## config.mk

```make
export PLATFORM = sky130hd
export DESIGN_NAME = core_fetch_queue
export DESIGN_NICKNAME = d
export VERILOG_FILES = /design/src/rtl/core_fetch_queue.sv
export SDC_FILE = /design/constraint.sdc
export NUM_CORES = 1
export LEC_CHECK = 0
export ABC_AREA = 1
export CORE_MARGIN = 2
export CORE_UTILIZATION = 25
export CTS_BUF_LIST = sky130_fd_sc_hd__clkbuf_4 sky130_fd_sc_hd__clkbuf_8
export DETAILED_ROUTE_END_ITERATION = 8
export PLACE_DENSITY_LB_ADDON = 0.25
export SYNTH_ARGS = -nofsm -noshare
export SYNTH_HDL_FRONTEND = slang
export SYNTH_SLANG_ARGS = --single-unit
export TNS_END_PERCENT = 100
```

## constraint.sdc

```tcl
create_clock -name clk -period 3.9 [get_ports clk]
set_clock_uncertainty 0.05 [all_clocks]
set_input_delay 0.78 -clock clk [delete_from_list [all_inputs] [get_ports clk]]
set_output_delay 0.78 -clock clk [all_outputs]
set_load 0.005 [all_outputs]
```

## src/rtl/core_fetch_queue.sv

```systemverilog
// Instruction fetch queue: issues word requests, tracks outstanding/stale responses, presents halfword pairs.
// Optional zero-latency path for responses into an empty queue: define CORE_FETCH_BYPASS_EN.
module core_fetch_queue #(
  parameter int unsigned DEPTH       = 4,
  parameter int unsigned MAX_PENDING = 2,
  parameter logic [30:0] RESET_PC    = '0
) (
  input  logic        clk,
  input  logic        rst,
  input  logic        stall,
  input  logic        branch,
  input  logic [30:0] target,
  input  logic        fetch_gnt,
  input  logic        fetched,
  input  logic [31:0] fetch_data,
  output logic        fetch,
  output logic [29:0] addr,
  output logic        flush,
  output logic        lo_valid,
  output logic        hi_valid,
  output logic [15:0] lo_insn,
  output logic [15:0] hi_insn,
  output logic [30:0] lo_insn_pc,
  output logic [30:0] hi_insn_pc
);

  localparam int unsigned AW = $clog2(DEPTH);
  localparam int unsigned CW = $clog2(DEPTH + 1);

  logic [31:0]   mem [DEPTH];
  logic [AW:0]   head, tail, occ;
  logic [CW-1:0] outst, stale;
  logic [29:0]   fptr, pc;
  logic          odd;
  logic          empty, can_fetch, grant, live, byp, push, pop_q, present, adv;
  logic [31:0]   word;

  assign occ   = tail - head;
  assign empty = (head == tail);

  // Stale requests still occupy a queue slot in the budget until they drain.
  assign can_fetch = ((CW + 1)'(occ) + (CW + 1)'(outst) < (CW + 1)'(DEPTH)) &&
                     (outst < CW'(MAX_PENDING));
  assign fetch = !rst && can_fetch;
  assign grant = fetch && fetch_gnt;
  assign addr  = branch ? target[30:1] : fptr;
  assign flush = branch;

  assign live = fetched && (stale == '0) && !branch;
`ifdef CORE_FETCH_BYPASS_EN
  assign byp = live && empty && !stall;
`else
  assign byp = 1'b0;
`endif
  assign push    = live && !byp;
  assign present = !branch && (!empty || byp);
  assign pop_q   = !empty && !stall && !branch;
  assign adv     = present && !stall;

  assign word       = empty ? fetch_data : mem[head[AW-1:0]];
  assign lo_valid   = present && !odd;
  assign hi_valid   = present;
  assign lo_insn    = word[15:0];
  assign hi_insn    = word[31:16];
  assign lo_insn_pc = {pc, 1'b0};
  assign hi_insn_pc = {pc, 1'b1};

  always_ff @(posedge clk) begin
    if (push) mem[tail[AW-1:0]] <= fetch_data;
  end

  always_ff @(posedge clk or posedge rst) begin
    if (rst) begin
      head  <= '0;
      tail  <= '0;
      outst <= '0;
      stale <= '0;
      fptr  <= RESET_PC[30:1];
      pc    <= RESET_PC[30:1];
      odd   <= RESET_PC[0];
    end else begin
      outst <= outst + CW'(grant) - CW'(fetched);
      if (branch) begin
        // A response landing this cycle is already retired, so it is not counted as stale.
        stale <= outst - CW'(fetched);
        tail  <= head;
        pc    <= target[30:1];
        odd   <= target[0];
        fptr  <= target[30:1] + 30'(grant);
      end else begin
        if (fetched && (stale != '0)) stale <= stale - 1'b1;
        if (push)  tail <= tail + 1'b1;
        if (pop_q) head <= head + 1'b1;
        if (adv) begin
          pc  <= pc + 1'b1;
          odd <= 1'b0;
        end
        fptr <= fptr + 30'(grant);
      end
    end
  end

endmodule

```

# [Yosys cells after proc, flatten, opt, wreduce, memory -nomap -nowiden]
# Memories as Yosys holds them, arrays and structs flattened.
# Index checks and enable logic that the tools add are counted.
[word_totals] mem_count=1 out_inout_bits=128 ram_bits=128 reg_bits=73 wordCells=58
[classes] reduce_logical=22 addsub=11 eq_ne=1 n_bitwise=1 mux=13 order_cmp=2
[memory_table] memory="mem" depth=4 word_bits=32 read_ports=1 rd_clocked_by_memory_dff=0 write_ports=1 line_no="30" text="logic [31:0] mem [DEPTH];"
[ops] op="30-bit two-way mux" n=4
[ops] op="30-bit by 1-bit adder with 30-bit output" n=2
[ops] op="32-bit two-way mux" n=1
[ops] op="30-bit by 1-bit adder with 30-bit output (second input constant)" n=1
[ops] op="3-bit two-way mux" n=4
[ops] op="1-bit logical AND" n=11
[ops] op="3-bit by 1-bit adder with 3-bit output (second input constant)" n=2
[ops] op="2-bit nonzero test" n=3
[ops] op="3-bit by 1-bit subtractor with 3-bit output" n=2
[ops] op="1-bit logical NOT" n=5
[ops] op="3-bit by 3-bit adder with 4-bit output" n=1
[ops] op="4-bit by 3-bit < comparator with 1-bit output (second input constant)" n=1
[ops] op="1-bit two-way mux" n=4
[ops] op="3-bit by 1-bit adder with 3-bit output" n=1
[ops] op="3-bit equality test" n=1
[ops] op="3-bit logical NOT" n=1
[ops] op="3-bit by 2-bit < comparator with 1-bit output (second input constant)" n=1
[ops] op="3-bit nonzero test" n=1
[ops] op="3-bit by 1-bit subtractor with 3-bit output (second input constant)" n=1
[ops] op="3-bit subtractor" n=1
[ops] op="2-bit AND reduction" n=1
[ops] op="1-bit inverter" n=1

# [Longest topological paths before layout]
# Gate-level depths: netlist of run 1.
[logic_depth] depth_word=8 mapped_depth=19 depth_no_buf=19

# [Worst setup path after synthesis of run 1]
# No wires, ideal clock.
[synth_timing] path_type="register -> register" startpoint="reg head[1]" endpoint="reg fptr[28]" setup_ns=0.117 t_arrival_ns=3.215 path_slack_ns=0.518 stages_incl_launch_ff=19 path_buffers=1 path_cell_list="dfrtp_1 > inv_1 > clkbuf_1 > fa_1 > xor2_1 > ha_1 > nand3b_1 > nor4_1 > nand2_1 > inv_1 > ha_1 > ha_1 > inv_1 > nor2_2 > inv_1 > nor2_4 > nand2_1 > nand2_1 > nand2_1"
[synth_between] elab_chain_len=8 word_cells_on_any_way=9
[synth_rtl] element="from (decl)" line_no="31" text="logic [AW:0] head, tail, occ;"
[synth_rtl] element="from (signal assigned)" line_no="93" text="if (pop_q) head <= head + 1'b1;"
[synth_rtl] element="3-bit subtractor (*)" line_no="38" text="assign occ = tail - head;"
[synth_rtl] element="3-bit by 3-bit adder with 4-bit output (*)" line_no="42" text="assign can_fetch = ((CW + 1)'(occ) + (CW + 1)'(outst) < (CW + 1)'(DEPTH)) &&"
[synth_rtl] element="4-bit by 3-bit < comparator with 1-bit output (*)" line_no="42"
[synth_rtl] element="1-bit logical AND (*)" line_no="42"
[synth_rtl] element="1-bit logical AND (*)" line_no="44" text="assign fetch = !rst && can_fetch;"
[synth_rtl] element="net fetch" line_no="16" text="output logic fetch,"
[synth_rtl] element="1-bit logical AND (*)" line_no="45" text="assign grant = fetch && fetch_gnt;"
[synth_rtl] element="30-bit by 1-bit adder with 30-bit output (on tied branches)" line_no="98, 89"
[synth_rtl] element="30-bit two-way mux (*)" line_no="83" text="if (branch) begin"
[synth_rtl] element="to (signal assigned)" line_no="78" text="fptr <= RESET_PC[30:1];"
[synth_rtl] element="to (signal assigned)" line_no="89" text="fptr <= target[30:1] + 30'(grant);"
[synth_rtl] element="to (signal assigned)" line_no="98" text="fptr <= fptr + 30'(grant);"
[synth_rtl] element="to (decl)" line_no="33" text="logic [29:0] fptr, pc;"
# The timed path passes the listed nets; every way through them passes the cells marked *.
# A chain may end at the register's enable or synchronous reset.

# [Final worst setup path of run 1]
[layout_timing] startpoint="reg head[1]" endpoint="out lo_valid"
[layout_between] elab_chain_len=4
[layout_rtl] element="3-bit equality test" line_no="39" text="assign empty = (head == tail);"
[layout_rtl] element="1-bit logical NOT" line_no="56" text="assign present = !branch && (!empty || byp);"
[layout_rtl] element="1-bit logical AND" line_no="56"
[layout_rtl] element="1-bit logical AND" line_no="61" text="assign lo_valid = present && !odd;"
[layout_rtl] element="to (decl)" line_no="19" text="output logic lo_valid,"
# No other way between the ends.

==> results of run 1 <==
==> path summary, 6_finish.rpt <==
path,slack (ns),from,cells past startpoint,end
max,0.20,head[1],10,lo_valid
min,0.42,odd,2,odd
max reg2reg,0.42,tail[0],19,fptr[28]
min reg2reg,0.42,odd,2,odd
max in group asynchronous,2.42,rst,3,pc[24]
min in group asynchronous,0.69,rst,2,outst[2]
==> metal layers <==
| metal | wire length, um | part of all wire (%) | vias to the layer above |
|---|---|---|---|
| li1 | - | - | 4293 |
| met1 | 14450 | 44 | 4165 |
| met2 | 15230 | 47 | 263 |
| met3 | 2044 | 6.3 | 69 |
| met4 | 971 | 3.0 | 0 |
| met5 | 0 | 0 | - |
==> power groups by stage <==
stage	sequential [uW]	combinational, uW	clock, uW
CTS	2820	3930	2270
global route	2850	4360	2370
detailed placement	2860	3900	0
finish	2810	3890	2190
floorplan	2760	2000	0
global placement	2850	3870	0
==> sequential cells by signal, summed over array words and instances, names as in the netlist <==
register  cells
stale         3
tail          3
mem         128
head          3
pc           30
outst         3
odd           1
fptr         30
==> stage by stage <==
step	std cells	setup slack [ns]	power [uW]	utilization, %	setup TNS, ns
6_report	1966	0.1991	8890	32.90	0
5_1_grt	1966	0.02000	9577	32.90	0
4_1_cts	1964	-0.05374	9028	32.81	-0.05374
3_5_place_dp	1892	0.2402	6758	30.80	0
3_3_place_gp	1892	0.3246	6721	30.80	0
2_1_floorplan	1218	0.5178	4755	-	0
==> cell usage after synthesis, types with 2 or more instances <==
master	instances	area share, %
nand3_1	61	2.9
nand4_1	3	0.18
nor2_2	12	0.72
nor2_4	2	0.21
buf_4	35	2.5
buf_6	5	0.54
inv_1	91	3.3
nor2_1	156	5.6
nor3_1	6	0.29
o21ai_0	90	4.3
nand2_1	381	14
o221ai_1	2	0.17
o211ai_1	2	0.14
ha_1	20	2.4
o22ai_1	32	1.9
fa_1	2	0.38
conb_1	2	0.072
xor2_1	17	1.4
dfrtp_1	73	17
buf_2	8	0.38
clkbuf_1	26	0.93
a31oi_1	5	0.30
nand3b_1	3	0.21
edfxtp_1	128	37
nand2_2	32	1.9
a21oi_1	4	0.19
xnor2_1	11	0.92
==> cell families (layout without fill, tap and decap cells) <==
kind of cell	Yosys count	after routing	share of synthesized area, %
AO/OA/AOI/OAI	136	136	7.049
XOR/XNOR	28	28	2.338
adder cells (fa/ha/maj)	22	22	2.767
buffers and inverters	169	378	7.800
flip-flops	201	201	54.06
other	2	2	0.07159
AND/OR/NAND/NOR	660	660	25.92
==> timing repair <==
action	in CTS	in global routing
cloned	0	0
endpoints found under the setup margin	20	29
gates resized for setup	3	8
buffers inserted	0	2
pin swaps	0	1
hold buffers	0	0
==> cell type report <==
class	instances	share of cell area, %
clock buffer	61	5.349
clock inverter	11	0.6846
inverter	94	2.620
multi-input combinational	848	29.49
sequential	201	41.39
tap	539	4.920
timing repair buffer	212	15.55
==> critical path, delay by kind of cell (launching register included) <==
kind | cells | cell delay (ns)
fa+ha+maj | 1 | 0.27
buf+inv | 6 | 1.27
flops | 1 | 0.37
simple gates | 3 | 0.39
==> metrics.md, run 1 <==
| Metric | Value |
|---|---|
| Worst-path clk slew | 0.05 ns |
| Antenna diodes | 0 |
| Fmax | roughly 0.27 GHz |
| Part of the power in combinational logic | 43.7% |
| Placed standard-cell area | approximately 13000 um^2 |
| Die Span X | 208.8 um |
| H-tree level count | 2 |
| Clock power frac | 24.7% |
| Net Sw Power | 3246 uW |
| Vias in the first global route | 8899 |
| Rel. slew slack | between 40% and 50% |
| Top fanout value on the critical path | 35 |
| Avg Inst Size Synth | 8.613 um^2 |
| Largest net degree at the start of global routing | 68 |
| Setup violators final | 0 |
| Vias | a little under 9000 |
| Die H | between 200 and 250 um |
| Area occupied by multi-input gates | 4043 um^2 |
| CP startpoint kind | register |
| Yosys warning count | 0 |
| Switch share | 36.51% |
| Antenna violations before repair | 0 |
| GPL Wtd Cong | roughly 0.89 |
| Post-synth EDFFs | 128 |
| Post-Synthesis Cells | 1218 |
| CTS root buf | clkbuf_8 |
| Crit path kind | reg -> out |
| First-pass GRT wire length | 50.46 mm |
| Max-cap viol count | 0 |
| Register Area | approximately 5700 um^2 |
| # DRC | 0 |
| # port buffers | 194 |
| Vias per inst | about 4.5 |
| Asr flop ratio synth | a little over a third |
| Area of the die | 43610 um^2 |
| Cells along the critical path | inv_1 > buf_8 > ha_1 > nand2_1 > inv_1 > nand2_2 > clkinv_1 > buf_6 > nor3_1 > clkdlybuf4s50_1 |
| Gr ovfl total | 0 |
| Design area | 13710 um^2 |
| CP max stage delay | 0.56 ns |
| Synth cell types | 36 |
| Crit path required time | approximately 3.1 ns |
| Critical Path End Type | output pin |
| Mean routed wirelength per cell | 16.63 um |
| Most frequent cells in the layout | nand2_1 (381), clkdlybuf4s50_1 (192), nor2_1 (151) |
| Clock tree from TritonCTS | built |
| Most common cell after layout, fill and taps aside | nand2_1 |
| Worst-Skew Late Latency | 0.54 ns |
| Layout cells sized above 1 | between 10% and 20% |
| Top Usage Layer GRT | met2 |
| Inserted Clock Buffers | 39 |
| Mapped Area | 10490 um^2 |
| Final layout net count | 1487 |
| Most frequent CP cell | inv_1 |
| Status | finished, final reports clean |
| Top FF cell, synth | edfxtp_1 |
| Fill cell count | 4409 |
| HP Class | reg -> reg |
| Hpwl dp | 22.34 mm |
| Sequential power share | 31.6% |
| 1st-iter DRT viols | 476 |
| Final period util | 94.89% |
| M1 GR Usage | 19.08% |
| Final Hold Viols | 0 |
| CTS Sinks | 201 |
| Routed wire length | 32.70 mm |
| Starting Density | around 25% |
| Final Max Slew Viols | 0 |
| Cell internal pwr | 5644 uW |
| RSZ-0062 raised after global routing | false |
| TritonRoute pass-1 iters | 5 |
| Core area | 41670 um^2 |
| Syn nets | 1309 |
| Clk buf depth | 3 |
| CP arrival | approximately 2.9 ns |
| Seq cells post-synth | 201 |
| Post-DRT Antenna Nets | 0 |
| Min Hold Slack | 0.4238 ns |
| Worst Tran Pin Value | 0.7731 ns |
| Leakage | 0.005544 uW |
| Row count | 75 |
| Tot GR Track Use | 14.90% |
| Final period demand of the worst path | ~3.7 ns |
| I/O Pins | 197 |
| Sequential cell area fraction in the yosys report | 54.06% |
| Worst VDD drop | 0.2791 mV |
| Grt met3 use | 3.427% |
| Layout Area Growth over Synthesis | 30.67% |
| CP max stage cell | clkdlybuf4s50_1 |
| Pwr dens | 648.5 nW/um^2 |
| M2 GR Usage | 24.80% |
(Power assumes the default switching activity.)
==> run 2: changes to the inputs <==
--- a/config.mk
+++ b/config.mk
@@ -6,10 +6,13 @@
 export NUM_CORES = 1
 export LEC_CHECK = 0
 export ABC_AREA = 1
+export CORE_ASPECT_RATIO = 1.5
 export CORE_MARGIN = 2
 export CORE_UTILIZATION = 25
 export CTS_BUF_LIST = sky130_fd_sc_hd__clkbuf_4 sky130_fd_sc_hd__clkbuf_8
+export CTS_CLUSTER_DIAMETER = 40
 export DETAILED_ROUTE_END_ITERATION = 8
+export MAX_ROUTING_LAYER = met4
 export PLACE_DENSITY_LB_ADDON = 0.25
 export SYNTH_ARGS = -nofsm -noshare
 export SYNTH_HDL_FRONTEND = slang
==> metrics.md, run 2 (synthesis gave the netlist of run 1 again) <==
| Metric | Value |
|---|---|
| Status | finished, final reports clean (unchanged) |
| Inserted Clock Buffers | 38 (was 39) |
| Antenna violations before repair | 0 (unchanged) |
| CP arrival | 2.82 ns (was 2.87 ns) |
| Area of the die | 43650 um^2 (was 43610 um^2) |
| Layout cells sized above 1 | 9.852% (was 10.37%) |
| 1st-iter DRT viols | 402 (was 476) |
| Routed wire length | 33.14 mm (was 32.70 mm) |
| # DRC | 0 (unchanged) |
| Final Max Slew Viols | 0 (unchanged) |
| Placed cell count | 1914 (was 1892) |
| Crit path required time | 3.07 ns (about the same) |
| Most frequent cells in the layout | nand2_1 (381), clkdlybuf4s50_1 (192), nor2_1 (152) (was nand2_1 (381), clkdlybuf4s50_1 (192), nor2_1 (151)) |
| M1 WL | 13.60 mm (was 14.45 mm) |
| Hpwl dp | 23.31 mm (was 22.34 mm) |
| Antenna diodes | 0 (unchanged) |
| Max-cap viol count | 0 (unchanged) |
| Final layout net count | 1487 (unchanged) |
| Tot GR Track Use | 15.75% (was 14.90%) |
| Worst-Skew Late Latency | 0.54 ns (about the same) |
| Most common cell after layout, fill and taps aside | nand2_1 (unchanged) |
| Final period util | 93.51% (was 94.89%) |
| Layout Area Growth over Synthesis | 30.21% (was 30.67%) |
| Largest register FFs | 128 (unchanged) |
| Final Hold Viols | 0 (unchanged) |
| Cell internal pwr | 5580 uW (was 5644 uW) |
| Min Hold Slack | 0.4352 ns (was 0.4238 ns) |
| Total power draw | 8786 uW (was 8890 uW) |
| WL met3 | 1.423 mm (was 2.044 mm) |
| Gr ovfl total | 0 (unchanged) |
| Vias in the first global route | 8845 (was 8899) |
| TritonRoute pass-1 iters | 5 (unchanged) |
| Net Sw Power | 3206 uW (was 3246 uW) |
| Fill cell count | 4374 (was 4409) |
| Starting Density | 25.45% (was 25.18%) |
| Worst Tran Pin Value | 0.5743 ns (was 0.7731 ns) |
| Fmax | 0.2742 GHz (was 0.2702 GHz) |
| H-tree level count | 2 (unchanged) |
| Core area | 41220 um^2 (was 41670 um^2) |
| Final period demand of the worst path | 3.647 ns (was 3.701 ns) |
| Die H | 254.9 um (was 208.8 um) |
| Post-DRT Antenna Nets | 0 (unchanged) |
| Leakage | 0.005492 uW (was 0.005544 uW) |
| Top fanout value on the critical path | 35 (unchanged) |
| Switch share | 36.49% (was 36.51%) |
| Setup repair bufs after CTS | 0 (unchanged) |
| Pwr dens | 643.2 nW/um^2 (was 648.5 nW/um^2) |
| CTS root buf | clkbuf_8 (unchanged) |
| Layout Utilization | 33.14% (was 32.90%) |
| Part of the power in combinational logic | 43.5% (was 43.7%) |
| Sequential power share | 32.0% (was 31.6%) |
| Highest metal used | met4 (unchanged) |
| GPL Wtd Cong | 0.9409 (was 0.8882) |
| I/O Pins | 197 (unchanged) |
| Vias per inst | 4.424 (was 4.471) |
| Worst VDD drop | 0.2090 mV (was 0.2791 mV) |
| Row count | 91 (was 75) |
| Crit path kind | reg -> out (unchanged) |
| Clock power frac | 24.5% (was 24.7%) |
| Met2 wire length | 17.01 mm (was 15.23 mm) |
| Clk buf depth | 3 (unchanged) |
| Setup TNS | 0 ns (unchanged) |
| Setup violators final | 0 (unchanged) |
| Post-Layout Cell Count | 1979 (was 1966) |
| First-pass GRT wire length | 50.56 mm (was 50.46 mm) |
| Hold buffer count at CTS | 0 (unchanged) |
| # port buffers | 194 (unchanged) |
| Largest net degree at the start of global routing | 68 (unchanged) |
| Rel. slew slack | 61.60% (was 48.40%) |
| Die Span X | 171.3 um (was 208.8 um) |
| Mean routed wirelength per cell | 16.74 um (was 16.63 um) |
| Vias | 8755 (was 8790) |
| Clock tree from TritonCTS | built (unchanged) |
| RSZ-0062 raised after global routing | false (unchanged) |
| HP Class | reg -> reg (unchanged) |
| CP startpoint kind | register (unchanged) |
| CTS Sinks | 201 (unchanged) |
| Worst-path clk slew | 0.05 ns (about the same) |
| Critical Path End Type | output pin (unchanged) |
==> run 2: cell count changes in the layout (fill, tap and decap cells not counted), sizes merged <==
cell	change
buf	+1
bufinv	+1
clkbuf	-10
clkinv	-2
clkinvlp	+3
dlygate4sd2	+1
dlymetal6s2s	-1
inv	+1
==> run 2: worst paths after layout <==
check                        start  endpoint  slack [ns]  depth (start not counted)
min in group asynchronous      rst  outst[1]        0.61                          2
min reg2reg                    odd       odd        0.44                          2
max in group asynchronous      rst    pc[19]        2.37                          3
max                        head[1]  lo_valid        0.25                         10
max reg2reg                tail[0]  fptr[28]        0.38                         19
min                            odd       odd        0.44                          2
==> run 2: layout make-up <==
class	count	area [um^2]	share of cell area (%)
multi-input cells	848	4034	29.53
well taps	558	698.2	5.111
repair buffers	213	2111	15.45
clock buffers	51	651.9	4.772
clock inverters	14	135.1	0.9893
flip-flops and latches	201	5672	41.52
inverters	94	357.8	2.620
==> run 2: per-stage QoR <==
step / setup WS (ns) / cell area, um^2
after global routing: 0.02562 / 13660
after detailed placement: 0.2727 / 12860
final: 0.2532 / 13660
after floorplan: 0.5178 / 10490
after CTS: 0.03518 / 13650
after global placement: 0.3274 / 12860
==> run 2: critical path, cell delays in order, from the launching register on <==
cell	delay, ns
dfrtp_1	0.37
inv_1	0.11
buf_6	0.30
ha_1	0.29
nand2_1	0.06
inv_1	0.04
nand2_2	0.08
clkinv_1	0.08
buf_4	0.20
nor3_1	0.16
clkdlybuf4s50_1	0.57
==> run 2: power by group through the flow <==
stage | sequential, uW | clock (uW) | combinational, uW
2_1_floorplan | 2760 | 0 | 2000
3_3_place_gp | 2860 | 0 | 3870
3_5_place_dp | 2860 | 0 | 3900
4_1_cts | 2820 | 2240 | 3910
5_1_grt | 2850 | 2330 | 4320
6_report | 2810 | 2150 | 3820
==> run 2: routing by layer <==
metal  vias up  track usage (%)
met5         -                -
met1      4157            17.55
met2       245            28.24
met4         0            6.053
li1       4290                -
met3        63            2.350
==> run 2: timing repair <==
| item | CTS | global route |
|---|---|---|
| cloned | 0 | 0 |
| endpoints found under the setup margin | 1 | 26 |
| gates resized for setup | 1 | 3 |
